`src/rtl/lsu_mw_controller.sv`:
```
// Memory/writeback load-store controller: decodes the MW-stage instruction, runs one req/ack
// data-memory access per instruction, stalls MW until it completes and returns extended load data.
module lsu_mw_controller #(
  parameter int unsigned TIMEOUT_CYCLES = 16
) (
  input  logic        clk,
  input  logic        rst,
  input  logic [6:0]  InstF_MW_opcode,
  input  logic [2:0]  InstF_MW_funct3,
  input  logic [31:0] addr_MW,
  input  logic [31:0] wdata_MW,
  output logic        mem_req,
  output logic        mem_we,
  output logic [31:0] mem_addr,
  output logic [31:0] mem_wdata,
  output logic [3:0]  mem_be,
  input  logic        mem_ack,
  input  logic [31:0] mem_rdata,
  input  logic        mem_err,
  output logic        Stall_MW,
  output logic [31:0] load_data,
  output logic        load_valid,
  output logic        misaligned,
  output logic        bus_fault
);

  localparam int unsigned CntW = (TIMEOUT_CYCLES > 1) ? $clog2(TIMEOUT_CYCLES) : 1;
  localparam logic [CntW-1:0] CntLast = CntW'(TIMEOUT_CYCLES - 1);

  typedef enum logic [1:0] {StIdle, StWait, StDone} state_e;

  state_e          state_q, state_d;
  logic [CntW-1:0] cnt_q, cnt_d;
  logic            req_q, req_d, we_q, we_d;
  logic [31:0]     addr_q, addr_d, wdata_q, wdata_d;
  logic [3:0]      be_q, be_d;
  logic [2:0]      f3_q, f3_d;
  logic [1:0]      lane_q, lane_d;
  logic [31:0]     ldata_q, ldata_d;
  logic            lvalid_q, lvalid_d, fault_q, fault_d;

  logic        is_load, is_store, is_mem, addr_mis;
  logic [3:0]  be_dec;
  logic [31:0] wdata_dec, rd_shift, ext_data;
  logic [15:0] rd_half;

  always_comb begin
    is_load  = (InstF_MW_opcode == 7'b0000011) &&
               (InstF_MW_funct3 inside {3'b000, 3'b001, 3'b010, 3'b100, 3'b101});
    is_store = (InstF_MW_opcode == 7'b0100011) &&
               (InstF_MW_funct3 inside {3'b000, 3'b001, 3'b010});
    is_mem   = is_load || is_store;
    addr_mis = ((InstF_MW_funct3[1:0] == 2'b01) && addr_MW[0]) ||
               ((InstF_MW_funct3[1:0] == 2'b10) && (addr_MW[1:0] != 2'b00));
    case (InstF_MW_funct3[1:0])
      2'b00: begin
        be_dec    = 4'b0001 << addr_MW[1:0];
        wdata_dec = {4{wdata_MW[7:0]}};
      end
      2'b01: begin
        be_dec    = 4'b0011 << {addr_MW[1], 1'b0};
        wdata_dec = {2{wdata_MW[15:0]}};
      end
      default: begin
        be_dec    = 4'b1111;
        wdata_dec = wdata_MW;
      end
    endcase
  end

  // Lane extraction uses the address/funct3 latched at issue, not the live MW inputs.
  always_comb begin
    rd_shift = mem_rdata >> {lane_q, 3'b000};
    rd_half  = lane_q[1] ? mem_rdata[31:16] : mem_rdata[15:0];
    case (f3_q)
      3'b000:  ext_data = {{24{rd_shift[7]}}, rd_shift[7:0]};
      3'b100:  ext_data = {24'h0, rd_shift[7:0]};
      3'b001:  ext_data = {{16{rd_half[15]}}, rd_half};
      3'b101:  ext_data = {16'h0, rd_half};
      default: ext_data = mem_rdata;
    endcase
  end

  always_comb begin
    state_d    = state_q;
    cnt_d      = cnt_q;
    req_d      = req_q;
    we_d       = we_q;
    addr_d     = addr_q;
    wdata_d    = wdata_q;
    be_d       = be_q;
    f3_d       = f3_q;
    lane_d     = lane_q;
    ldata_d    = ldata_q;
    lvalid_d   = 1'b0;
    fault_d    = 1'b0;
    Stall_MW   = 1'b0;
    misaligned = 1'b0;
    unique case (state_q)
      StIdle: begin
        misaligned = is_mem && addr_mis;
        if (is_mem && !addr_mis) begin
          Stall_MW = 1'b1;
          state_d  = StWait;
          cnt_d    = '0;
          req_d    = 1'b1;
          we_d     = is_store;
          addr_d   = {addr_MW[31:2], 2'b00};
          wdata_d  = wdata_dec;
          be_d     = be_dec;
          f3_d     = InstF_MW_funct3;
          lane_d   = addr_MW[1:0];
        end
      end
      StWait: begin
        Stall_MW = 1'b1;
        cnt_d    = cnt_q + CntW'(1);
        if (mem_err) begin
          state_d = StDone;
          req_d   = 1'b0;
          fault_d = 1'b1;
          ldata_d = '0;
        end else if (mem_ack) begin
          state_d = StDone;
          req_d   = 1'b0;
          if (!we_q) begin
            ldata_d  = ext_data;
            lvalid_d = 1'b1;
          end
        end else if (cnt_q == CntLast) begin
          state_d = StDone;
          req_d   = 1'b0;
          fault_d = 1'b1;
          ldata_d = '0;
        end
      end
      StDone:  state_d = StIdle;
      default: state_d = StIdle;
    endcase
  end

  always_ff @(posedge clk) begin
    if (rst) begin
      state_q  <= StIdle;
      cnt_q    <= '0;
      req_q    <= 1'b0;
      we_q     <= 1'b0;
      addr_q   <= '0;
      wdata_q  <= '0;
      be_q     <= '0;
      f3_q     <= '0;
      lane_q   <= '0;
      ldata_q  <= '0;
      lvalid_q <= 1'b0;
      fault_q  <= 1'b0;
    end else begin
      state_q  <= state_d;
      cnt_q    <= cnt_d;
      req_q    <= req_d;
      we_q     <= we_d;
      addr_q   <= addr_d;
      wdata_q  <= wdata_d;
      be_q     <= be_d;
      f3_q     <= f3_d;
      lane_q   <= lane_d;
      ldata_q  <= ldata_d;
      lvalid_q <= lvalid_d;
      fault_q  <= fault_d;
    end
  end

  assign mem_req    = req_q;
  assign mem_we     = we_q;
  assign mem_addr   = addr_q;
  assign mem_wdata  = wdata_q;
  assign mem_be     = be_q;
  assign load_data  = ldata_q;
  assign load_valid = lvalid_q;
  assign bus_fault  = fault_q;

endmodule
```
`config.mk`:
```
export PLATFORM = sky130hd
export DESIGN_NAME = lsu_mw_controller
export DESIGN_NICKNAME = d
export VERILOG_FILES = /design/src/rtl/lsu_mw_controller.sv
export SDC_FILE = /design/constraint.sdc
export NUM_CORES = 1
export LEC_CHECK = 0
export CORE_MARGIN = 2
export CORE_UTILIZATION = 30
export CTS_CLUSTER_SIZE = 12
export DETAILED_ROUTE_END_ITERATION = 10
export SLEW_MARGIN = 40
export SYNTH_ARGS = -nofsm -noshare
export SYNTH_HDL_FRONTEND = slang
export SYNTH_SLANG_ARGS = --single-unit
```
`constraint.sdc`:
```
create_clock -name clk -period 1.8 [get_ports clk]
set_clock_uncertainty 0.1 [all_clocks]
set_input_delay 0.36 -clock clk [delete_from_list [all_inputs] [get_ports clk]]
set_output_delay 0.36 -clock clk [all_outputs]
set_load 0.02 [all_outputs]
```
After elaboration in Yosys (flattened, before gate mapping)

Cells that the tools add are included.

Equality and inequality tests: 16
Add/sub/neg operators: 1
Reductions and logical operators: 25
Muxes and demuxes: 27
Order comparisons: 0
Bitwise gates (word level): 2
Divide/modulo/power cells: 0
Shifts and indexed selects: 3
Multipliers: 0

Operator list:

| operator                                      | number |
|---|---|
| 2-to-1 mux 32 bit                             | 4 |
| case mux 32 bit (4 select lines)              | 1 |
| case mux 32 bit (2 select lines)              | 1 |
| right shift 32 x 5 -> 8 bit                   | 1 |
| 2-to-1 mux 16 bit                             | 1 |
| case mux 4 bit (2 select lines)               | 2 |
| == test 3 bit, second input constant          | 4 |
| 2-to-1 mux 1 bit                              | 10 |
| 2-to-1 mux 2 bit                              | 4 |
| == test 7 x 2 -> 1 bit, second input constant | 1 |
| == test 7 x 6 -> 1 bit, second input constant | 1 |
| == test 3 x 1 -> 1 bit, second input constant | 2 |
| logical AND 1 bit                             | 6 |
| logical NOT 3 bit                             | 2 |
| AND reduction 2 bit                           | 3 |
| AND reduction 3 bit                           | 2 |
| nonzero test 3 bit                            | 2 |
| nonzero test 5 bit                            | 1 |
| adder 4 x 1 -> 4 bit, second input constant   | 1 |
| == test 2 x 1 -> 1 bit, second input constant | 2 |
| == test 4 bit, second input constant          | 1 |
| logical NOT 2 bit                             | 2 |
| 2-to-1 mux 4 bit                              | 1 |
| inequality test 4 bit, second input constant  | 1 |
| 14 further kinds                              | 18 |

Output and inout port bits: 106
Flip-flop bits (word level): 113
Memory bits (writable): 0
Memories: 0
Bits in read-only memories: 0
Logic and storage cells: 86
Latch bits: 0
Input bits: 110

Longest topological paths before layout

Depth after elaboration: 7
Gate-level depth with buffers: 7
Depth with buffers taken out: 5

Least setup slack after synthesis

OpenSTA, ideal clock, no wires.

Path type: in2out
From: in InstF_MW_funct3[0]
To: out misaligned
Data arrival time: 1.753 ns
Path slack: -0.413 ns
Data required time: 1.340 ns
Cell stages on the path: 6
Buffers on the path: 3
Cell sequence: clkbuf_1 > xor2_1 > a22oi_1 > buf_2 > buf_1 > nor3_1

Cells in the longest elaborated chain, start to end: 6
Elaborated cells between the ends (all ways): 17
Classes of those cells: eq/ne (6); mux (1); reduce/logical (10)

RTL lines:

| what                                                            | line   | RTL |
|---|---|---|
| start, declared                                                 | 9      | `input logic [2:0] InstF_MW_funct3,` |
| == test 3 x 1 -> 1 bit (tied with other cells)                  | 49, 51 |  |
| nonzero test 5 bit / nonzero test 3 bit (equally long branches) | 49, 51 |  |
| logical AND 1 bit, on equally long branches                     | 48, 50 |  |
| logical OR 1 bit                                                | 52     | `is_mem = is_load \|\| is_store;` |
| logical AND 1 bit *                                             | 101    | `misaligned = is_mem && addr_mis;` |
| 2-to-1 mux 1 bit *                                              | 99     | `unique case (state_q)` |
| end, declared                                                   | 23     | `output logic misaligned,` |

Every way passes the cells marked *; elsewhere a longest branch is shown, timed or not.

Worst setup path after layout

Ends and elaborated chain as after synthesis.

==> metrics.txt <==
Worst Path Max Fanout 20; Syn. warnings 0; R2R setup slack -0.04 ns; first drt pass iteration count 5; first-pass GRT wire length 29700 µm; Placed Instance Area 8070 µm²; Final period util 106%; root buf cell clkbuf_16; CP required 1.34 ns; Min-Delay Path Class input port to flop; Syn Area/Cell roughly 8.8 µm²; grt total ovfl 0; RSZ-0062 raised after global routing true; worst r2r src state_q[0]; fin area around 9000 µm²; Register-to-Register Path Depth 7; CP max stage cell nor3_4; FILL cells ~1700; Syn Std Cell Area between 5000 and 6000 µm²; GRT Util Overall approximately 20%; vias in the first global route around 5800; max-cap violations 0; Die Y ~140 µm; Horiz. Die Dim between 100 and 150 µm; PD cells about 770 nW/µm²; run status complete, but fails checks; CP max stage delay about 0.21 ns; EDFF count, synth 0; antenna violations before repair 1; cts hold-fix bufs 0; clk slew on worst S/H paths around 0.05 ns; Initial Util a little under a third; total die area roughly 19000 µm²; Clock Latency Late Sink 0.41 ns; detailed-route vias per instance between 5 and 6; crit path to misaligned; DRC Markers 0; critical path type input port to output pin; most frequent CP cell buf_6; arrival time at the worst endpoint between 1 and 1.5 ns; Leak Pwr between 3 and 4 nW; cts bufs inserted 17; Worst Tran Pin Value slightly below 0.7 ns; fin nets 955; Detailed Place HPWL between 10000 and 15000 µm; share of layout cells above drive strength 1 between 20% and 30%; asr flop ratio synth 0%; Final min period roughly 1.9 ns; Final WS setup -0.111 ns; final setup vio count 13; Max Freq 0.523 GHz; final hold vios 0; Post-Route Setup TNS -0.514 ns; # IOs about 220; routability cong. 0.801; reg2reg end load_data[27]; port bufs approximately 210; drt initial violations around 410; pin count of the biggest net entering global routing 65; wire length per cell between 15 and 20 µm; vias roughly 5900; Rows 48; failing checks setup timing; sequential fraction of the synthesis area between 40% and 50%; crit path launch InstF_MW_funct3[0]; Core ar. 17300 µm²; Rel. slew slack ~55%; Seq cells post-synth about 110; final wirelength a little under 20000 µm; Worst Setup End Kind output pin; Startpoint Class input port; Worst VDD drop about 0.64 mV; number of library cell types mapped by synthesis between 40 and 50; CTS tree done; max-slew violation count 0; H-tree levels 4; Post-synth top flop dfxtp_1; Layout area overhead 65.5%; Post-Syn Instances around 600; antenna-violating nets left 0; Clock Tree Buf Depth 2; cells along the critical path buf_2 > xor2_2 > a22oi_2 > buf_6 > buf_6 > nor3_4 > buf_6; Clock Sinks ~110
[registers in the layout (all words and copies together) (netlist names)]
name,flops
load_data,32
mem_wdata,32
mem_addr,30
cnt_q,4
mem_be,4
f3_q,3
lane_q,2
state_q,2
bus_fault,1
load_valid,1
mem_req,1
mem_we,1
[Yosys cell counts, types with 2 or more instances]
cell type | instances | area [µm²]
nand4_1 | 44 | 275
nand3_1 | 2 | 10.0
mux2i_1 | 9 | 90.1
dfxtp_1 | 113 | 2260
o21ai_0 | 32 | 160
buf_2 | 10 | 50.1
buf_1 | 8 | 30.0
nor2b_1 | 15 | 93.8
a311oi_1 | 11 | 96.3
a211oi_1 | 10 | 75.1
a32o_1 | 7 | 70.1
nand2b_1 | 11 | 68.8
nor2_1 | 11 | 41.3
clkinv_1 | 3 | 11.3
or3_1 | 2 | 12.5
inv_1 | 3 | 11.3
a221o_1 | 11 | 110
o21a_1 | 8 | 60.1
clkbuf_1 | 48 | 180
a221o_2 | 5 | 56.3
mux2_2 | 24 | 270
o31ai_1 | 44 | 330
o211ai_1 | 7 | 52.6
o311ai_0 | 2 | 17.5
a31oi_1 | 23 | 144
nand3b_1 | 3 | 22.5
a21oi_1 | 59 | 295
buf_4 | 4 | 30.0
nor3_1 | 11 | 55.1
nand2_1 | 46 | 173
nor4b_1 | 2 | 17.5
[critical path, delay by kind of cell]
family / cells / cell delay, ns
buf+inv: 4 / 0.60
simple gates: 1 / 0.21
xor+xnor: 1 / 0.18
compound gates: 1 / 0.09
[placed cells by master, fill, tap and decap left out, drive strengths merged, types with 7 or more instances in the layout]
master / instances
buf: 82
clkdlybuf4s50: 93
nor2b: 15
a32o: 7
nor2: 11
mux2i: 9
a311oi: 11
o31ai: 44
nand2: 46
nand2b: 11
dlygate4sd2: 109
dfxtp: 113
o21ai: 33
nand4: 44
a211oi: 10
a221o: 16
o211ai: 7
o21a: 8
mux2: 24
clkbuf: 32
a21oi: 59
a31oi: 23
nor3: 11
[cell type report]
class                           instances  area (µm²)  share of cell area (%)
Inverter                                6        22.5                   0.256
Tap cell                              225         282                    3.20
Multi-Input combinational cell        415        2920                    33.1
Clock buffer                           28         517                    5.87
Timing Repair Buffer                  291        2700                    30.7
Sequential cell                       113        2270                    25.8
Antenna cell                            1        2.50                  0.0284
Clock inverter                          4        95.1                    1.08
[power breakdown]
group	internal (mW)	leakage (nW)	total (mW)	switching, mW
sequential	2.51	0.913	2.51	0.00404
combinational	0.384	2.43	0.773	0.389
clock	2.36	0.299	3.47	1.11
[kinds of logic after synthesis]
| family | share of synthesized area (%) |
|---|---|
| multiplexers | 6.77 |
| XOR/XNOR | 0.165 |
| AO/OA/AOI/OAI | 28.8 |
| flip-flops | 42.5 |
| other | 0.0704 |
| adder cells (fa/ha/maj) | 0.235 |
| buffers and inverters | 6.09 |
| AND/OR/NAND/NOR | 15.3 |
[how the worst min path moves through the flow]
stage / slack [ns] / from / cells after the start / end
after floorplan: 0.36 / lane_q[0] / 2 / lane_q[0]
after global placement: 0.34 / load_data[15] / 2 / load_data[15]
after detailed placement: 0.34 / load_data[3] / 2 / load_data[3]
after CTS: 0.29 / mem_rdata[23] / 2 / load_data[23]
after global routing: 0.32 / mem_rdata[23] / 2 / load_data[23]
final: 0.32 / mem_rdata[23] / 2 / load_data[23]
[repair_timing]
item,CTS,global route
resized for setup,161,16
gates cloned,1,2
setup endpoints to repair,195,62
buffers inserted,9,2
pin swaps,5,1
[metrics by stage]
stage          utilization (%)  std cells  setup WS (ns)  hold WS (ns)  power [mW]
5_1_grt                   50.9       1083         -0.194         0.323        6.99
2_1_floorplan                -        605        -0.0684         0.362        2.87
3_5_place_dp              46.7       1039         -0.936         0.344        3.30
6_report                  50.9       1083         -0.111         0.317        6.76
4_1_cts                   50.5       1080         -0.135         0.292        6.80
3_3_place_gp              46.7       1039         -0.937         0.342        3.29
[per-layer routing]
layer | global-route usage, % | share of wire [%]
met2 | 33.4 | 48
met5 | 0 | 0
met3 | 5.67 | 8.0
met1 | 24.7 | 42
met4 | 6.53 | 1.7
Power figures use the tool's default switching activity.
